[src/rtl/pipe_control.sv]
// pipe_control: ID-stage main decoder, ID/EX control register and hazard FSM
// (load-use bubbles, branch/jump flush, external memory stall).
// Optional feature macro: IMM_OPS_EN (ADDI/ANDI/ORI/XORI/SLTI decode).
module pipe_control #(
  parameter int REG_AW          = 5,
  parameter int LU_STALL_CYCLES = 1
) (
  input  logic              clk,
  input  logic              rst,
  input  logic              id_valid,
  input  logic [5:0]        Opcode,
  input  logic [REG_AW-1:0] id_rs,
  input  logic [REG_AW-1:0] id_rt,
  input  logic [REG_AW-1:0] id_rd,
  input  logic              ex_br_taken,
  input  logic              mem_stall,
  output logic              pc_write,
  output logic              ifid_write,
  output logic              ifid_flush,
  output logic              ex_valid,
  output logic              ex_RegDst,
  output logic              ex_ALUSrc,
  output logic              ex_MemtoReg,
  output logic              ex_RegWrite,
  output logic              ex_MemRead,
  output logic              ex_MemWrite,
  output logic              ex_Branch,
  output logic              ex_Jump,
  output logic [1:0]        ex_ALUop,
  output logic [2:0]        ex_ImmOp,
  output logic [REG_AW-1:0] ex_rs,
  output logic [REG_AW-1:0] ex_rt,
  output logic [REG_AW-1:0] ex_rd,
  output logic              illegal_op
);

  typedef enum logic {RUN, STALL} state_t;

  typedef struct packed {
    logic       reg_dst;
    logic       alu_src;
    logic       mem_to_reg;
    logic       reg_write;
    logic       mem_read;
    logic       mem_write;
    logic       branch;
    logic       jump;
    logic [1:0] alu_op;
    logic [2:0] imm_op;
  } ctrl_t;

  localparam logic [5:0] OP_R    = 6'b000000;
  localparam logic [5:0] OP_LW   = 6'b100011;
  localparam logic [5:0] OP_SW   = 6'b101011;
  localparam logic [5:0] OP_BEQ  = 6'b000100;
  localparam logic [5:0] OP_BNE  = 6'b000101;
  localparam logic [5:0] OP_J    = 6'b000010;
`ifdef IMM_OPS_EN
  localparam logic [5:0] OP_ADDI = 6'b001000;
  localparam logic [5:0] OP_ANDI = 6'b001100;
  localparam logic [5:0] OP_ORI  = 6'b001101;
  localparam logic [5:0] OP_XORI = 6'b001110;
  localparam logic [5:0] OP_SLTI = 6'b001010;
`endif

  localparam logic [2:0] STALL_INIT = 3'(LU_STALL_CYCLES - 1);

  state_t            state_q, state_d;
  logic [2:0]        stall_cnt_q, stall_cnt_d;
  logic              valid_q, valid_d;
  ctrl_t             ctrl_q, ctrl_d;
  logic [REG_AW-1:0] rs_q, rs_d;
  logic [REG_AW-1:0] rt_q, rt_d;
  logic [REG_AW-1:0] rd_q, rd_d;
  logic              ill_q, ill_d;

  ctrl_t             dec_ctrl;
  logic              dec_known;
  logic              lu;
  logic              do_bubble;
  logic              do_load;

  // Opcode decode into the EX control bundle; unknown opcodes give all-zero controls.
  always_comb begin
    dec_ctrl  = '0;
    dec_known = 1'b1;
    case (Opcode)
      OP_R: begin
        dec_ctrl.reg_dst   = 1'b1;
        dec_ctrl.reg_write = 1'b1;
        dec_ctrl.alu_op    = 2'b10;
      end
      OP_LW: begin
        dec_ctrl.alu_src    = 1'b1;
        dec_ctrl.mem_to_reg = 1'b1;
        dec_ctrl.reg_write  = 1'b1;
        dec_ctrl.mem_read   = 1'b1;
      end
      OP_SW: begin
        dec_ctrl.alu_src   = 1'b1;
        dec_ctrl.mem_write = 1'b1;
      end
      OP_BEQ, OP_BNE: begin
        dec_ctrl.branch = 1'b1;
        dec_ctrl.alu_op = 2'b01;
      end
      OP_J: begin
        dec_ctrl.jump = 1'b1;
      end
`ifdef IMM_OPS_EN
      OP_ADDI, OP_ANDI, OP_ORI, OP_XORI, OP_SLTI: begin
        dec_ctrl.alu_src   = 1'b1;
        dec_ctrl.reg_write = 1'b1;
        dec_ctrl.alu_op    = 2'b11;
        case (Opcode)
          OP_ANDI: dec_ctrl.imm_op = 3'b001;
          OP_ORI:  dec_ctrl.imm_op = 3'b010;
          OP_XORI: dec_ctrl.imm_op = 3'b011;
          OP_SLTI: dec_ctrl.imm_op = 3'b100;
          default: dec_ctrl.imm_op = 3'b000;
        endcase
      end
`endif
      default: dec_known = 1'b0;
    endcase
  end

  // Load-use hazard: the load now in EX writes a register the ID instruction reads.
  always_comb begin
    lu = valid_q & ctrl_q.mem_read & (rt_q != '0) &
         ((rt_q == id_rs) | (rt_q == id_rt)) & id_valid;
  end

  // Hazard priority and next-state: mem_stall > branch flush > load-use/STALL > jump > normal.
  always_comb begin
    state_d     = state_q;
    stall_cnt_d = stall_cnt_q;
    valid_d     = valid_q;
    ctrl_d      = ctrl_q;
    rs_d        = rs_q;
    rt_d        = rt_q;
    rd_d        = rd_q;
    ill_d       = 1'b0;
    pc_write    = 1'b1;
    ifid_write  = 1'b1;
    ifid_flush  = 1'b0;
    do_bubble   = 1'b0;
    do_load     = 1'b0;

    if (mem_stall) begin
      pc_write   = 1'b0;
      ifid_write = 1'b0;
    end else if (ex_br_taken) begin
      ifid_flush  = 1'b1;
      do_bubble   = 1'b1;
      state_d     = RUN;
      stall_cnt_d = '0;
    end else if (state_q == STALL) begin
      pc_write    = 1'b0;
      ifid_write  = 1'b0;
      do_bubble   = 1'b1;
      stall_cnt_d = stall_cnt_q - 3'd1;
      if (stall_cnt_q == 3'd1) state_d = RUN;
    end else if (lu) begin
      pc_write   = 1'b0;
      ifid_write = 1'b0;
      do_bubble  = 1'b1;
      if (LU_STALL_CYCLES > 1) begin
        state_d     = STALL;
        stall_cnt_d = STALL_INIT;
      end
    end else begin
      do_load = 1'b1;
      if (id_valid && dec_ctrl.jump) ifid_flush = 1'b1;
    end

    // An invalid ID slot loads as a bubble too.
    if (do_bubble || (do_load && !id_valid)) begin
      valid_d = 1'b0;
      ctrl_d  = '0;
      rs_d    = '0;
      rt_d    = '0;
      rd_d    = '0;
    end else if (do_load) begin
      valid_d = 1'b1;
      ctrl_d  = dec_ctrl;
      rs_d    = id_rs;
      rt_d    = id_rt;
      rd_d    = id_rd;
      ill_d   = ~dec_known;
    end
  end

  // FSM state, stall counter and ID/EX bundle registers with synchronous active-low reset.
  always_ff @(posedge clk) begin
    if (!rst) begin
      state_q     <= RUN;
      stall_cnt_q <= '0;
      valid_q     <= 1'b0;
      ctrl_q      <= '0;
      rs_q        <= '0;
      rt_q        <= '0;
      rd_q        <= '0;
      ill_q       <= 1'b0;
    end else begin
      state_q     <= state_d;
      stall_cnt_q <= stall_cnt_d;
      valid_q     <= valid_d;
      ctrl_q      <= ctrl_d;
      rs_q        <= rs_d;
      rt_q        <= rt_d;
      rd_q        <= rd_d;
      ill_q       <= ill_d;
    end
  end

  assign ex_valid    = valid_q;
  assign ex_RegDst   = ctrl_q.reg_dst;
  assign ex_ALUSrc   = ctrl_q.alu_src;
  assign ex_MemtoReg = ctrl_q.mem_to_reg;
  assign ex_RegWrite = ctrl_q.reg_write;
  assign ex_MemRead  = ctrl_q.mem_read;
  assign ex_MemWrite = ctrl_q.mem_write;
  assign ex_Branch   = ctrl_q.branch;
  assign ex_Jump     = ctrl_q.jump;
  assign ex_ALUop    = ctrl_q.alu_op;
  assign ex_ImmOp    = ctrl_q.imm_op;
  assign ex_rs       = rs_q;
  assign ex_rt       = rt_q;
  assign ex_rd       = rd_q;
  assign illegal_op  = ill_q;

endmodule

[config.mk]
export PLATFORM = sky130hd
export DESIGN_NAME = pipe_control
export DESIGN_NICKNAME = d
export VERILOG_FILES = /design/src/rtl/pipe_control.sv
export SDC_FILE = /design/constraint.sdc
export NUM_CORES = 1
export LEC_CHECK = 0
export BUFFER_PORTS_ARGS = -buffer_cell sky130_fd_sc_hd__buf_4
export CAP_MARGIN = 20
export CORE_ASPECT_RATIO = 0.5
export CORE_UTILIZATION = 51
export DETAILED_ROUTE_END_ITERATION = 7
export PLACE_DENSITY = 0.79
export RECOVER_POWER = 25
export SETUP_SLACK_MARGIN = 0.1
export SLEW_MARGIN = 10
export SYNTH_ARGS = -nofsm -noshare
export SYNTH_HDL_FRONTEND = slang
export SYNTH_SLANG_ARGS = --single-unit
[constraint.sdc]
create_clock -name clk -period 2.2 [get_ports clk]
set_input_delay 0.22 -clock clk [delete_from_list [all_inputs] [get_ports clk]]
set_output_delay 0.22 -clock clk [all_outputs]
set_load 0.05 [all_outputs]
## Yosys cells after proc, flatten, opt, wreduce, memory -nomap -nowiden

Cells that the tools add are included.

| operators by class | value |
|---|---|
| bitwise gates (word level) | 9 |
| add/sub/neg operators | 1 |
| reductions and logical operators | 14 |
| multiplexer cells | 29 |
| eq/ne operators | 8 |

Operators by type and width:

| kind | count |
|---|---|
| $mux W1 | 26 |
| $eq A6 B3 Y1 const B | 2 |
| $eq A6 B6 Y1 const B | 2 |
| $eq A5 B5 Y1 | 2 |
| $reduce_or A2 Y1 | 4 |
| $eq A6 B2 Y1 const B | 1 |
| $logic_not A6 Y1 | 1 |
| $mux W3 | 2 |
| $reduce_or A6 Y1 | 1 |
| $reduce_bool A5 Y1 | 1 |
| $and A1 B1 Y1 | 4 |
| $not A1 Y1 | 4 |
| $pmux W2 S2 | 1 |
| $eq A3 B1 Y1 const B | 1 |
| $reduce_or A3 Y1 | 1 |
| $sub A3 B1 Y3 const B | 1 |
| $logic_and A1 B1 Y1 | 2 |
| $reduce_and A2 Y1 | 1 |
| $reduce_bool A2 Y1 | 1 |
| $logic_not A1 Y1 | 1 |
| $logic_or A1 B1 Y1 | 1 |
| $or A1 B1 Y1 | 1 |

| word-level totals | value |
|---|---|
| register bits after elaboration | 30 |
| output and inout bits | 33 |

## Depth between registers and ports, before layout

| logic depth | value |
|---|---|
| depth in word-level cells | 11 |
| mapped depth | 7 |
| gate-level depth less buffers | 5 |

## Worst setup path before layout

Ideal clock, no wire load.

| path | value |
|---|---|
| path type | flip-flop to output port |
| start | register rt_q[1], in the netlist ex_rt[1] |
| end | output port ifid_flush |
| path buffers | 0 |
| setup slack | -0.872 ns |
| required time | 1.980 ns |
| arrival time | 2.852 ns |
| cell stages (with the launch flop) | 5 |
| cells stage by stage | dfxtp_1 -> or4_4 -> o2111a_1 -> a21o_1 -> o32ai_1 |

| between the ends | value |
|---|---|
| word-level cells in the longest chain between the ends | 8 |
| elaborated cells between the ends (all ways) | 11 |
| those cells by class | 2 x eq/ne; 4 x mux; 4 x bitwise; 1 x reduce/logical |

Ends and longest elaborated chain:

| what | line | text |
|---|---|---|
| start: declaration | 73 | `logic [REG_AW-1:0] rt_q, rt_d;` |
| start signal: assignment | 211 | `rt_q <= rt_d;` |
| $eq A5 B5 Y1 or $reduce_bool A5 Y1 (tied branches) | 131, 130 |  |
| $or A1 B1 Y1 or $and A1 B1 Y1 (tied branches) | 131, 130 |  |
| $and A1 B1 Y1 * | 130 | `lu = valid_q & ctrl_q.mem_read & (rt_q != '0) &` |
| $and A1 B1 Y1 * | 131 | `((rt_q == id_rs) \| (rt_q == id_rt)) & id_valid;` |
| $mux W1 * | 164 | `end else if (lu) begin` |
| $mux W1 * | 158 | `end else if (state_q == STALL) begin` |
| $mux W1 * | 153 | `end else if (ex_br_taken) begin` |
| $mux W1 * | 150 | `if (mem_stall) begin` |
| end: declaration | 19 | `output logic ifid_flush,` |

Mark *: on every way between the ends. The rest lies on a longest branch, timed or not.

## Final worst setup path

| path | value |
|---|---|
| start | register rt_q[1], in the netlist ex_rt[1] |
| end | output port ifid_write |

| between the ends | value |
|---|---|
| word-level cells in the longest chain between the ends | 8 |
| elaborated cells between the ends (all ways) | 11 |
| those cells by class | 2 x eq/ne; 4 x mux; 4 x bitwise; 1 x reduce/logical |

Ends and longest elaborated chain:

| what | line | text |
|---|---|---|
| $eq A5 B5 Y1 or $reduce_bool A5 Y1 (tied branches) | 131, 130 |  |
| $or A1 B1 Y1 or $and A1 B1 Y1 (tied branches) | 131, 130 |  |
| $and A1 B1 Y1 * | 130 |  |
| $and A1 B1 Y1 * | 131 |  |
| $mux W1 * | 164 |  |
| $mux W1 * | 158 |  |
| $mux W1 * | 153 |  |
| $mux W1 * | 150 |  |
| end: declaration | 18 | `output logic ifid_write,` |

Marked as above.

==> flow_summary.ini <==
[status]
run_status = complete, but fails checks
violations = setup timing

[setup_path]
cp.arrival_ns = 2.11
path_delay_family = compound AO/OA/AOI/OAI gates
critPathSlowestCell = or4_4
startpoint = ex_rt[1]
cp_max_fo = 2
r2r-end = ex_rd[3]
cp.buffers_inverters = 2
crit_type = reg2out
path_cells = or4_4 -> o2111a_1 -> a21o_1 -> buf_6 -> a21oi_4 -> buf_6
path_depth = 6
endpoint = ifid_write
r2r_setup_slack_ns = 0.23
max_stage_delay_ns = 0.54
regToRegStartpoint = ex_rt[2]
critical_path_required_ns = 1.98
critPathLaunchType = flop
reg2reg_depth = 6
critPathMostFrequentCell = buf_6
endpoint_kind = primary output

[pwr]
power.leakage_nw = 0.885
ir_worst_vdd_mv = 0.290
powerDensity_nw_per_um2 = 571

[grt]
grt.overflow.total = 0
grt_pass1_wl_mm = 8.36
grt_usage = 0.273
grt_start_max_net_pins = 44
grt_pass1_vias = 1800
antenna_found_initial = 0

[synth]
ys_seq_elements = 29
synth_top_family_by_area = compound AO/OA/AOI/OAI gates
netlist_area_sq_um = 1940
ys_seq_area_frac = 0.299
synth-simple-area-share = 0.262
postSynthCellCount = 252
synth_edf_count = 0
syn_area_per_cell_sq_um = 7.72
synth-xor-area-share = 0.0450
synthAdderAreaFrac = 0.0129
yosysWarnings = 0
synthMuxAreaShare = 0.00579
synth_compound_area_frac = 0.286
ys_types = 43
async_flop_share = 0
synth_top_flop_cell = dfxtp_1

[timing]
tightest_slew_ns = 0.745
rsz0062_at_grt = yes
setup_slack_ns = -0.125
final_hold_viol_count = 0
tns_ns = -0.323
fin_hold_ws_ns = 0.204
period_share = 1.06
skew_ns = 0.00397
relSlewSlack = 0.503
max_freq_mhz = 430
setup_viol = 3
maxSlewViolCount = 0
fin_crit_ns = 2.33

[cells_and_area]
seqCellArea_sq_um = 591
layout-drive-gt1-share = 0.252
area_growth_pct = 27.1
nets = 329
stdcell_area_sq_um = 2470
fillers = 306
n_antenna_cell = 0
layout.cells.most_common = buf_4
multi_input_comb_area_sq_um = 1240
instances_no_fill = 353
final_cell_mix = buf_4 (50), dfxtp_1 (25), nand3_1 (24)
fin_util = 0.697

[flow_run]
cap_violations = 0

[clock_tree]
hold_buffers = 0
clk_latency_ns = 0.28
clockBufferDepth = 2
htree_levels = 2
cts.sinks = 29
tritoncts = built
clkSlewWorstSetupHoldPaths_ns = 0.06
cts_buffers = 5
cts-root-buf = clkbuf_8

[place]
dpl-instance-area_sq_um = 2380
gp_congestion = 0.778
dpl.cell_count = 341
detailed_place_hpwl_mm = 3.38
io_buffers = 55

[die]
initial_core_util = 0.548
die_w_microns = 89.3
die_h_microns = 45.7
pin_count = 59
rows = 15
core_sq_um = 3550
dieArea_sq_um = 4080

[route]
ant_nets = 0
drc = 0
wl_per_cell_microns = 14.8
first_pass_iters = 4
drt_wl_total_mm = 5.23
drtIter0Drc = 149
num_vias = 2025
avgViaCountPerCell = 5.74

[worst_hold_path]
hp-start = rst
worstHoldPathType = in2reg
routing by layer:
metal	GRT usage	part of all wire	routed length, microns	up-vias
li1	-	-	-	1006
met1	0.379	0.48	2500	937
met2	0.424	0.44	2300	76
met3	0.0652	0.076	399	6
met4	0.0889	0.0071	37	0
met5	0	0	0	-
synthesized netlist by cell type (6+ instances only):
master,n,area [sq um]
a31oi_1,20,125
nand3_1,24,120
a21oi_1,20,100
nor3b_1,15,113
nor2_1,13,48.8
o21ai_0,10,50.1
buf_4,6,45.0
clkbuf_1,13,48.8
o21a_1,19,143
nand2_1,21,78.8
xnor2_1,10,87.6
dfxtp_1,29,581
kinds of logic (layout without fill, tap and decap cells):
family	Yosys count	after routing
fa+ha+maj	2	2
buf+inv	32	80
mux	1	1
xor+xnor	10	10
other cells	1	3
flops	29	29
simple gates	94	94
compound gates	83	83
sequential cells by signal, summed over array words and instances (netlist names):
register	count
ex_ALUSrc	1
ex_ALUop	1
ex_Branch	1
ex_Jump	1
ex_MemRead	1
ex_MemWrite	1
ex_RegDst	1
ex_RegWrite	1
ex_rd	5
ex_rs	5
ex_rt	5
ex_valid	1
illegal_op	1
stall_cnt_q	3
state_q	1
through the flow:
step / worst slack, ns / power (W)
after floorplan: -0.0641 / 0.000872
after global placement: 0.0873 / 0.000983
after detailed placement: 0.0538 / 0.000990
after CTS: -0.145 / 0.00143
after global routing: -0.172 / 0.00147
final: -0.125 / 0.00141
what timing repair did:
item	in CTS	in global routing
endpoints found under the setup margin	28	10
gates cloned	0	0
gates resized for setup	5	2
buffers inserted	4	2
pin swaps	5	3
power by group:
group	switching [W]	total [W]	internal [W]
clock	0.000200	0.000425	0.000224
sequential	0.0000240	0.000576	0.000552
combinational	0.000257	0.000409	0.000152
cell type report:
class | count | share of cell area
well taps | 51 | 0.0258
flip-flops and latches | 29 | 0.239
repair buffers | 67 | 0.191
inverters | 5 | 0.00759
multi-input cells | 193 | 0.504
clock buffers | 8 | 0.0324
worst min-delay path by stage:
| stage | endpoint | cells after the start |
|---|---|---|
| floorplan | stall_cnt_q[0] | 1 |
| global placement | ex_RegWrite | 2 |
| detailed placement | ex_RegWrite | 2 |
| CTS | stall_cnt_q[1] | 2 |
| global route | stall_cnt_q[0] | 2 |
| finish | stall_cnt_q[1] | 2 |
Note: power is estimated with default switching activity, not from simulation.
